`src/rtl/mmio_mult_unit_pkg.sv`:
```
// rtl/mmio_mult_unit_pkg.sv - shared types and register map for the MMIO multiplier
// Purpose: FSM state type, register offsets and CTRL bit indices shared by
//          mmio_mult_unit and mult_iter_core.
// Ports:   none (package).
package definitions_pkg;

  typedef enum logic [1:0] {
    IDLE = 2'd0,
    CALC = 2'd1,
    FIX  = 2'd2
  } mult_state_t;

  localparam logic [4:0] MULT_OPA   = 5'h00;
  localparam logic [4:0] MULT_OPB   = 5'h04;
  localparam logic [4:0] MULT_CTRL  = 5'h08;
  localparam logic [4:0] MULT_RESLO = 5'h0C;
  localparam logic [4:0] MULT_RESHI = 5'h10;

  localparam int CTRL_START = 0;
  localparam int CTRL_DONE  = 1;

  // Magnitude of a signed 32-bit value; -2^31 maps to 2^31 unsigned.
  function automatic logic [31:0] abs32(input logic [31:0] v);
    return v[31] ? (~v + 32'd1) : v;
  endfunction

endpackage

```
`src/rtl/mmio_mult_unit_if.sv`:
```
// rtl/mmio_mult_unit_if.sv - data-memory bus bundle between CPU and MMIO multiplier
// Purpose: groups the CPU data-memory request and the MMIO response.
// Signals: dm_address/dm_d/dm_we (CPU -> unit), mmio_hit/mmio_q (unit -> CPU).
interface mmio_mult_unit_if;
  logic [15:0] dm_address;
  logic [31:0] dm_d;
  logic        dm_we;
  logic        mmio_hit;
  logic [31:0] mmio_q;

  modport master (
    output dm_address, dm_d, dm_we,
    input  mmio_hit, mmio_q
  );

  modport slave (
    input  dm_address, dm_d, dm_we,
    output mmio_hit, mmio_q
  );
endinterface

```
`src/rtl/mult_iter_core.sv`:
```
// rtl/mult_iter_core.sv - iterative 32x32 signed shift-add multiplier core
// Purpose: multiplies magnitudes one bit per cycle, then applies the sign.
// Ports:   clk, asyn_n_rst (async active-low), start (accepted only in IDLE),
//          a/b signed operands, busy (state != IDLE), done_pulse (high during
//          FIX, i.e. the cycle before the result edge), product (signed result,
//          valid while done_pulse is high).
module mult_iter_core
  import definitions_pkg::*;
(
  input  logic        clk,
  input  logic        asyn_n_rst,
  input  logic        start,
  input  logic [31:0] a,
  input  logic [31:0] b,
  output logic        busy,
  output logic        done_pulse,
  output logic [63:0] product
);

  mult_state_t r_state;
  mult_state_t w_next;
  logic [63:0] r_mcand;
  logic [31:0] r_mplier;
  logic [63:0] r_acc;
  logic [4:0]  r_cnt;
  logic        r_sign;

  always_ff @(posedge clk or negedge asyn_n_rst) begin
    if (!asyn_n_rst) r_state <= IDLE;
    else             r_state <= w_next;
  end

  always_comb begin
    w_next     = r_state;
    done_pulse = 1'b0;
    case (r_state)
      IDLE: if (start) w_next = CALC;
      CALC: if (r_cnt == 5'd31) w_next = FIX;
      FIX: begin
        done_pulse = 1'b1;
        w_next     = IDLE;
      end
      default: w_next = IDLE;
    endcase
  end

  // Multiplicand shifts left instead of indexing by cnt, so each step is a plain add.
  always_ff @(posedge clk or negedge asyn_n_rst) begin
    if (!asyn_n_rst) begin
      r_mcand  <= '0;
      r_mplier <= '0;
      r_acc    <= '0;
      r_cnt    <= '0;
      r_sign   <= 1'b0;
    end else begin
      case (r_state)
        IDLE: if (start) begin
          r_mcand  <= {32'd0, abs32(a)};
          r_mplier <= abs32(b);
          r_sign   <= a[31] ^ b[31];
          r_acc    <= '0;
          r_cnt    <= '0;
        end
        CALC: begin
          if (r_mplier[0]) r_acc <= r_acc + r_mcand;
          r_mcand  <= r_mcand << 1;
          r_mplier <= r_mplier >> 1;
          r_cnt    <= r_cnt + 5'd1;
        end
        default: ;
      endcase
    end
  end

  assign busy    = (r_state != IDLE);
  assign product = r_sign ? (~r_acc + 64'd1) : r_acc;

endmodule

```
`src/rtl/mmio_mult_unit.sv`:
```
// rtl/mmio_mult_unit.sv - memory-mapped signed multiplier on the data-memory bus
// Purpose: register file (OPA, OPB, CTRL/STATUS, RES_LO, RES_HI), address
//          decode and combinational read mux around mult_iter_core.
// Ports:   clk, asyn_n_rst (async active-low), bus (slave modport:
//          dm_address/dm_d/dm_we in, mmio_hit/mmio_q out), busy out.
module mmio_mult_unit
  import definitions_pkg::*;
#(
  parameter logic [15:0] BASE_ADDR = 16'h0800
) (
  input  logic              clk,
  input  logic              asyn_n_rst,
  mmio_mult_unit_if.slave   bus,
  output logic              busy
);

  logic [31:0] r_opa;
  logic [31:0] r_opb;
  logic [31:0] r_res_lo;
  logic [31:0] r_res_hi;
  logic        r_done;

  logic [4:0]  w_off;
  logic        w_wr;
  logic        w_start;
  logic        w_busy;
  logic        w_done_pulse;
  logic [63:0] w_product;

  // Byte lanes [1:0] are masked so any byte address in a word decodes the word.
  assign w_off        = bus.dm_address[4:0] & 5'b11100;
  assign bus.mmio_hit = (bus.dm_address[15:5] == BASE_ADDR[15:5]);
  assign w_wr         = bus.dm_we & bus.mmio_hit;
  assign w_start      = w_wr && (w_off == MULT_CTRL) && bus.dm_d[CTRL_START] && !w_busy;

  mult_iter_core u_core (
    .clk        (clk),
    .asyn_n_rst (asyn_n_rst),
    .start      (w_start),
    .a          (r_opa),
    .b          (r_opb),
    .busy       (w_busy),
    .done_pulse (w_done_pulse),
    .product    (w_product)
  );

  always_ff @(posedge clk or negedge asyn_n_rst) begin
    if (!asyn_n_rst) begin
      r_opa    <= '0;
      r_opb    <= '0;
      r_res_lo <= '0;
      r_res_hi <= '0;
      r_done   <= 1'b0;
    end else begin
      if (w_wr && !w_busy && (w_off == MULT_OPA)) r_opa <= bus.dm_d;
      if (w_wr && !w_busy && (w_off == MULT_OPB)) r_opb <= bus.dm_d;
      if (w_done_pulse) begin
        r_res_lo <= w_product[31:0];
        r_res_hi <= w_product[63:32];
      end
      // Completion outranks a same-edge clear so a finished result is never lost.
      if (w_done_pulse)
        r_done <= 1'b1;
      else if (w_start || (w_wr && (w_off == MULT_CTRL) && bus.dm_d[CTRL_DONE]))
        r_done <= 1'b0;
    end
  end

  always_comb begin
    bus.mmio_q = '0;
    if (bus.mmio_hit) begin
      case (w_off)
        MULT_OPA:   bus.mmio_q = r_opa;
        MULT_OPB:   bus.mmio_q = r_opb;
        MULT_CTRL:  bus.mmio_q = {30'd0, r_done, w_busy};
        MULT_RESLO: bus.mmio_q = r_res_lo;
        MULT_RESHI: bus.mmio_q = r_res_hi;
        default:    bus.mmio_q = '0;
      endcase
    end
  end

  assign busy = w_busy;

endmodule

```
`src/flat_wrapper.sv`:
```
// flat-port wrapper written by rule: the top's interface ports become plain ports
module mmio_mult_unit_flat import definitions_pkg::*;
#(
  parameter logic [15:0] BASE_ADDR = 16'h0800
)
  (clk, asyn_n_rst, busy, bus_dm_address, bus_dm_d, bus_dm_we, bus_mmio_hit, bus_mmio_q);
  mmio_mult_unit_if bus_i ();
  input  logic clk;
  input  logic asyn_n_rst;
  output logic busy;
  input wire logic [$bits(bus_i.dm_address)-1:0] bus_dm_address;
  input wire logic [$bits(bus_i.dm_d)-1:0] bus_dm_d;
  input wire logic [$bits(bus_i.dm_we)-1:0] bus_dm_we;
  output wire logic [$bits(bus_i.mmio_hit)-1:0] bus_mmio_hit;
  output wire logic [$bits(bus_i.mmio_q)-1:0] bus_mmio_q;
  assign bus_i.dm_address = bus_dm_address;
  assign bus_i.dm_d = bus_dm_d;
  assign bus_i.dm_we = bus_dm_we;
  assign bus_mmio_hit = bus_i.mmio_hit;
  assign bus_mmio_q = bus_i.mmio_q;
  mmio_mult_unit #(.BASE_ADDR(BASE_ADDR)) u_core (.clk(clk), .asyn_n_rst(asyn_n_rst), .bus(bus_i), .busy(busy));
endmodule
```
`config.mk`:
```
export PLATFORM = sky130hd
export DESIGN_NAME = mmio_mult_unit_flat
export DESIGN_NICKNAME = d
export VERILOG_FILES = /design/src/rtl/mmio_mult_unit_pkg.sv /design/src/rtl/mmio_mult_unit_if.sv /design/src/rtl/mult_iter_core.sv /design/src/rtl/mmio_mult_unit.sv /design/src/flat_wrapper.sv
export SDC_FILE = /design/constraint.sdc
export NUM_CORES = 1
export LEC_CHECK = 0
export CAP_MARGIN = 15
export CORE_ASPECT_RATIO = 1.2
export CORE_UTILIZATION = 50
export DETAILED_ROUTE_END_ITERATION = 8
export PLACE_DENSITY = 0.71
export SYNTH_ARGS = -nofsm -noshare
export SYNTH_HDL_FRONTEND = slang
export SYNTH_SLANG_ARGS = --single-unit
```
`constraint.sdc`:
```
create_clock -name clk -period 3.3 [get_ports clk]
set_input_delay 0.66 -clock clk [delete_from_list [all_inputs] [get_ports clk]]
set_output_delay 0.66 -clock clk [all_outputs]
set_load 0.05 [all_outputs]
```
==> metrics <==
outcome finished with violations; violated checks negative setup slack; clk sinks 297; yosys warns 0; Post-DP Area 21600 um2; initial drt markers 1373; crit share post-route 105.0%; H-Tree Depth 2; most frequent cells after synthesis nand2_1 (313), dfrtp_1 (297), o21ai_0 (261); Ports 85; dpl ws -320.9 ps; hpwl dp 43640 um; min setup slack post-route -165.1 ps; Via Count 17160; Worst-path clk slew 60 ps; clk buf depth 3; leading post-synthesis cells by cell area dfrtp_1 (41%), o21ai_0 (7.1%), nand2_1 (6.4%); NumNets Final 2434; TritonCTS clock tree done; crit path DAT 3840 ps; DR pass1 iterations 8; Die Area 37430 um2; worst path required time 3680 ps; fmax 0.2886 GHz; critical path capture point type flop; core area 36040 um2; layout cells sized above 1 21.25%; FP Rows 76; total track usage 32.34%; fillers 2916; Max Cap Violations 0; first-pass GRT wire length 93720 um; Worst-Skew Late Latency 530 ps; EDFF count, synth 0; initial antenna violation count 1; RSZ-0062 raised after global routing true; CP max FO 3; Reg-to-Reg Start u_core.u_core.r_acc[12]; die height 211.7 um; Initial Utilization 50.85%; Netlist cell types 71; routability cong. 0.9938; Die W 176.8 um; Crit Path Class flop to flop; via density per instance 6.113; area grow syn2layout 26.37%; post-synth design cell area 18330 um2; crit path launch type flop; Worst R2R End u_core.r_res_hi[21]; skew final 20.29 ps; ys async rst share 100.0%; Buffers on Ports 82; post-route ant nets 0; Pwr Density 367.1 nW/um2; GR Overflow Total 0; Worst Hold Class input pin to asynchronous set/reset pin; vias in the first global route 17280; Finished Cell Area 23160 um2; P_leak 9.585 nW; Max Slew Vio Count 0; sequential fraction of the synthesis area 40.55%; Synth top area share 40.55%; Gate Count Post-Synth 2082; Wirelength per Cell 21.30 um; Post-route DRC 0; syn_area_per_cell 8.802 um2; Setup Viol. Count Final 9; CTS Buf Count 34; setup tns final -730.2 ps; Seq cells post-synth 297; most numerous cell in the Yosys netlist nand2_1; CTS Hold Buffers Added 0; Worst slew margin 40.67%; post-synth top area cell dfrtp_1; CTS root buffer clkbuf_16; r2r setup slk -170 ps; R2R cell count 10; pin count of the biggest net entering global routing 95; WL final 59810 um; VDD IR-drop max 349.4 uV; Main synth FF type dfrtp_1; actual slew at the worst max-slew pin 890.0 ps; Fin. Hold Viols 0; minimum clock period 3465 ps; syn_nets 2202
## worst max-delay path: stages (launching register included)
cell and delay [ps]:
dfrtp_1 380, or4_4 540, or4_4 440, or4_4 530
or2_4 280, or3_4 430, o41ai_4 250, nand2_2 100
buf_4 160, xnor2_2 130, o21ai_0 90
## how the worst max path moves through the flow
stage,slack (ps),to,cells after the start,startpoint
floorplan,-50,u_core.r_res_hi[29],10,u_core.u_core.r_acc[12]
global route,-240,u_core.r_res_hi[25],10,u_core.u_core.r_acc[12]
finish,-170,u_core.r_res_hi[21],10,u_core.u_core.r_acc[12]
CTS,-150,u_core.r_res_hi[29],10,u_core.u_core.r_acc[12]
detailed placement,-320,u_core.u_core.r_acc[54],15,u_core.u_core.r_mcand[0]
global placement,-300,u_core.u_core.r_acc[54],15,u_core.u_core.r_acc[0]
## layout make-up
cell class                      count  area (um2)  share of cell area [%]
Tap cell                          468       585.6                   2.528
Antenna cell                        1       2.502                 0.01081
Clock inverter                     10       108.9                  0.4700
Inverter                           27       101.3                  0.4376
Timing Repair Buffer              327        3194                   13.79
Sequential cell                   297        7433                   32.10
Multi-Input combinational cell   1627       10710                   46.23
Clock buffer                       51        1026                   4.430
## per-stage QoR
step	std cells	util [%]	power [W]	hold slack (ps)
2_1_floorplan	2082	-	0.004232	364.4
3_3_place_gp	2742	59.92	0.004653	454.8
3_5_place_dp	2742	59.92	0.004665	470.4
4_1_cts	2804	63.32	0.008529	223.5
5_1_grt	2808	64.26	0.008794	243.5
6_report	2808	64.26	0.008501	181.6
## metal layers
metal	track usage [%]	share of wire (%)
met1	38.71	39
met2	55.84	49
met3	4.688	5.9
met4	17.27	5.6
met5	0	0
## registers in the layout (all words and copies together) (netlist names)
signal and flops:
u_core.u_core.r_state 2, u_core.u_core.r_cnt 5, u_core.u_core.r_mcand 64, u_core.u_core.r_mplier 32
u_core.r_res_lo 32, u_core.r_res_hi 32, u_core.r_opa 32, u_core.r_opb 32
u_core.u_core.r_sign 1, u_core.r_done 1, u_core.u_core.r_acc 64
## logic make-up after synthesis
kind of cell | count (synthesis) | share of synthesized area, %
adder cells (fa/ha/maj) | 69 | 4.752
XOR/XNOR | 180 | 8.602
buffers and inverters | 158 | 3.496
multiplexers | 64 | 3.912
flip-flops | 297 | 40.55
AND/OR/NAND/NOR | 604 | 15.06
AO/OA/AOI/OAI | 710 | 23.62
## layout by cell type, fill, tap and decap left out, types with 61 or more instances in the layout
cell / synthesis / routed
a21oi_1: 151 / 129
ha_1: 68 / 67
mux2_2: 61 / 61
a22oi_1: 86 / 85
o21ai_0: 261 / 240
nand2_1: 313 / 309
xor2_1: 123 / 121
nor2_1: 100 / 97
dfrtp_1: 297 / 296
buf_4: 1 / 227
## where the power goes
part / total, W / switching, W / internal (W)
combinational: 0.000897 / 0.000491 / 0.000407
sequential: 0.00374 / 0.0000525 / 0.00369
clock: 0.00386 / 0.00155 / 0.00231
total: 0.00850 / 0.00210 / 0.00641
## repair_timing
item	in CTS	in global routing
setup buffers	2	3
endpoints found under the setup margin	32	59
resized for setup	21	83
pin swaps	7	22
(Power assumes the default switching activity.)
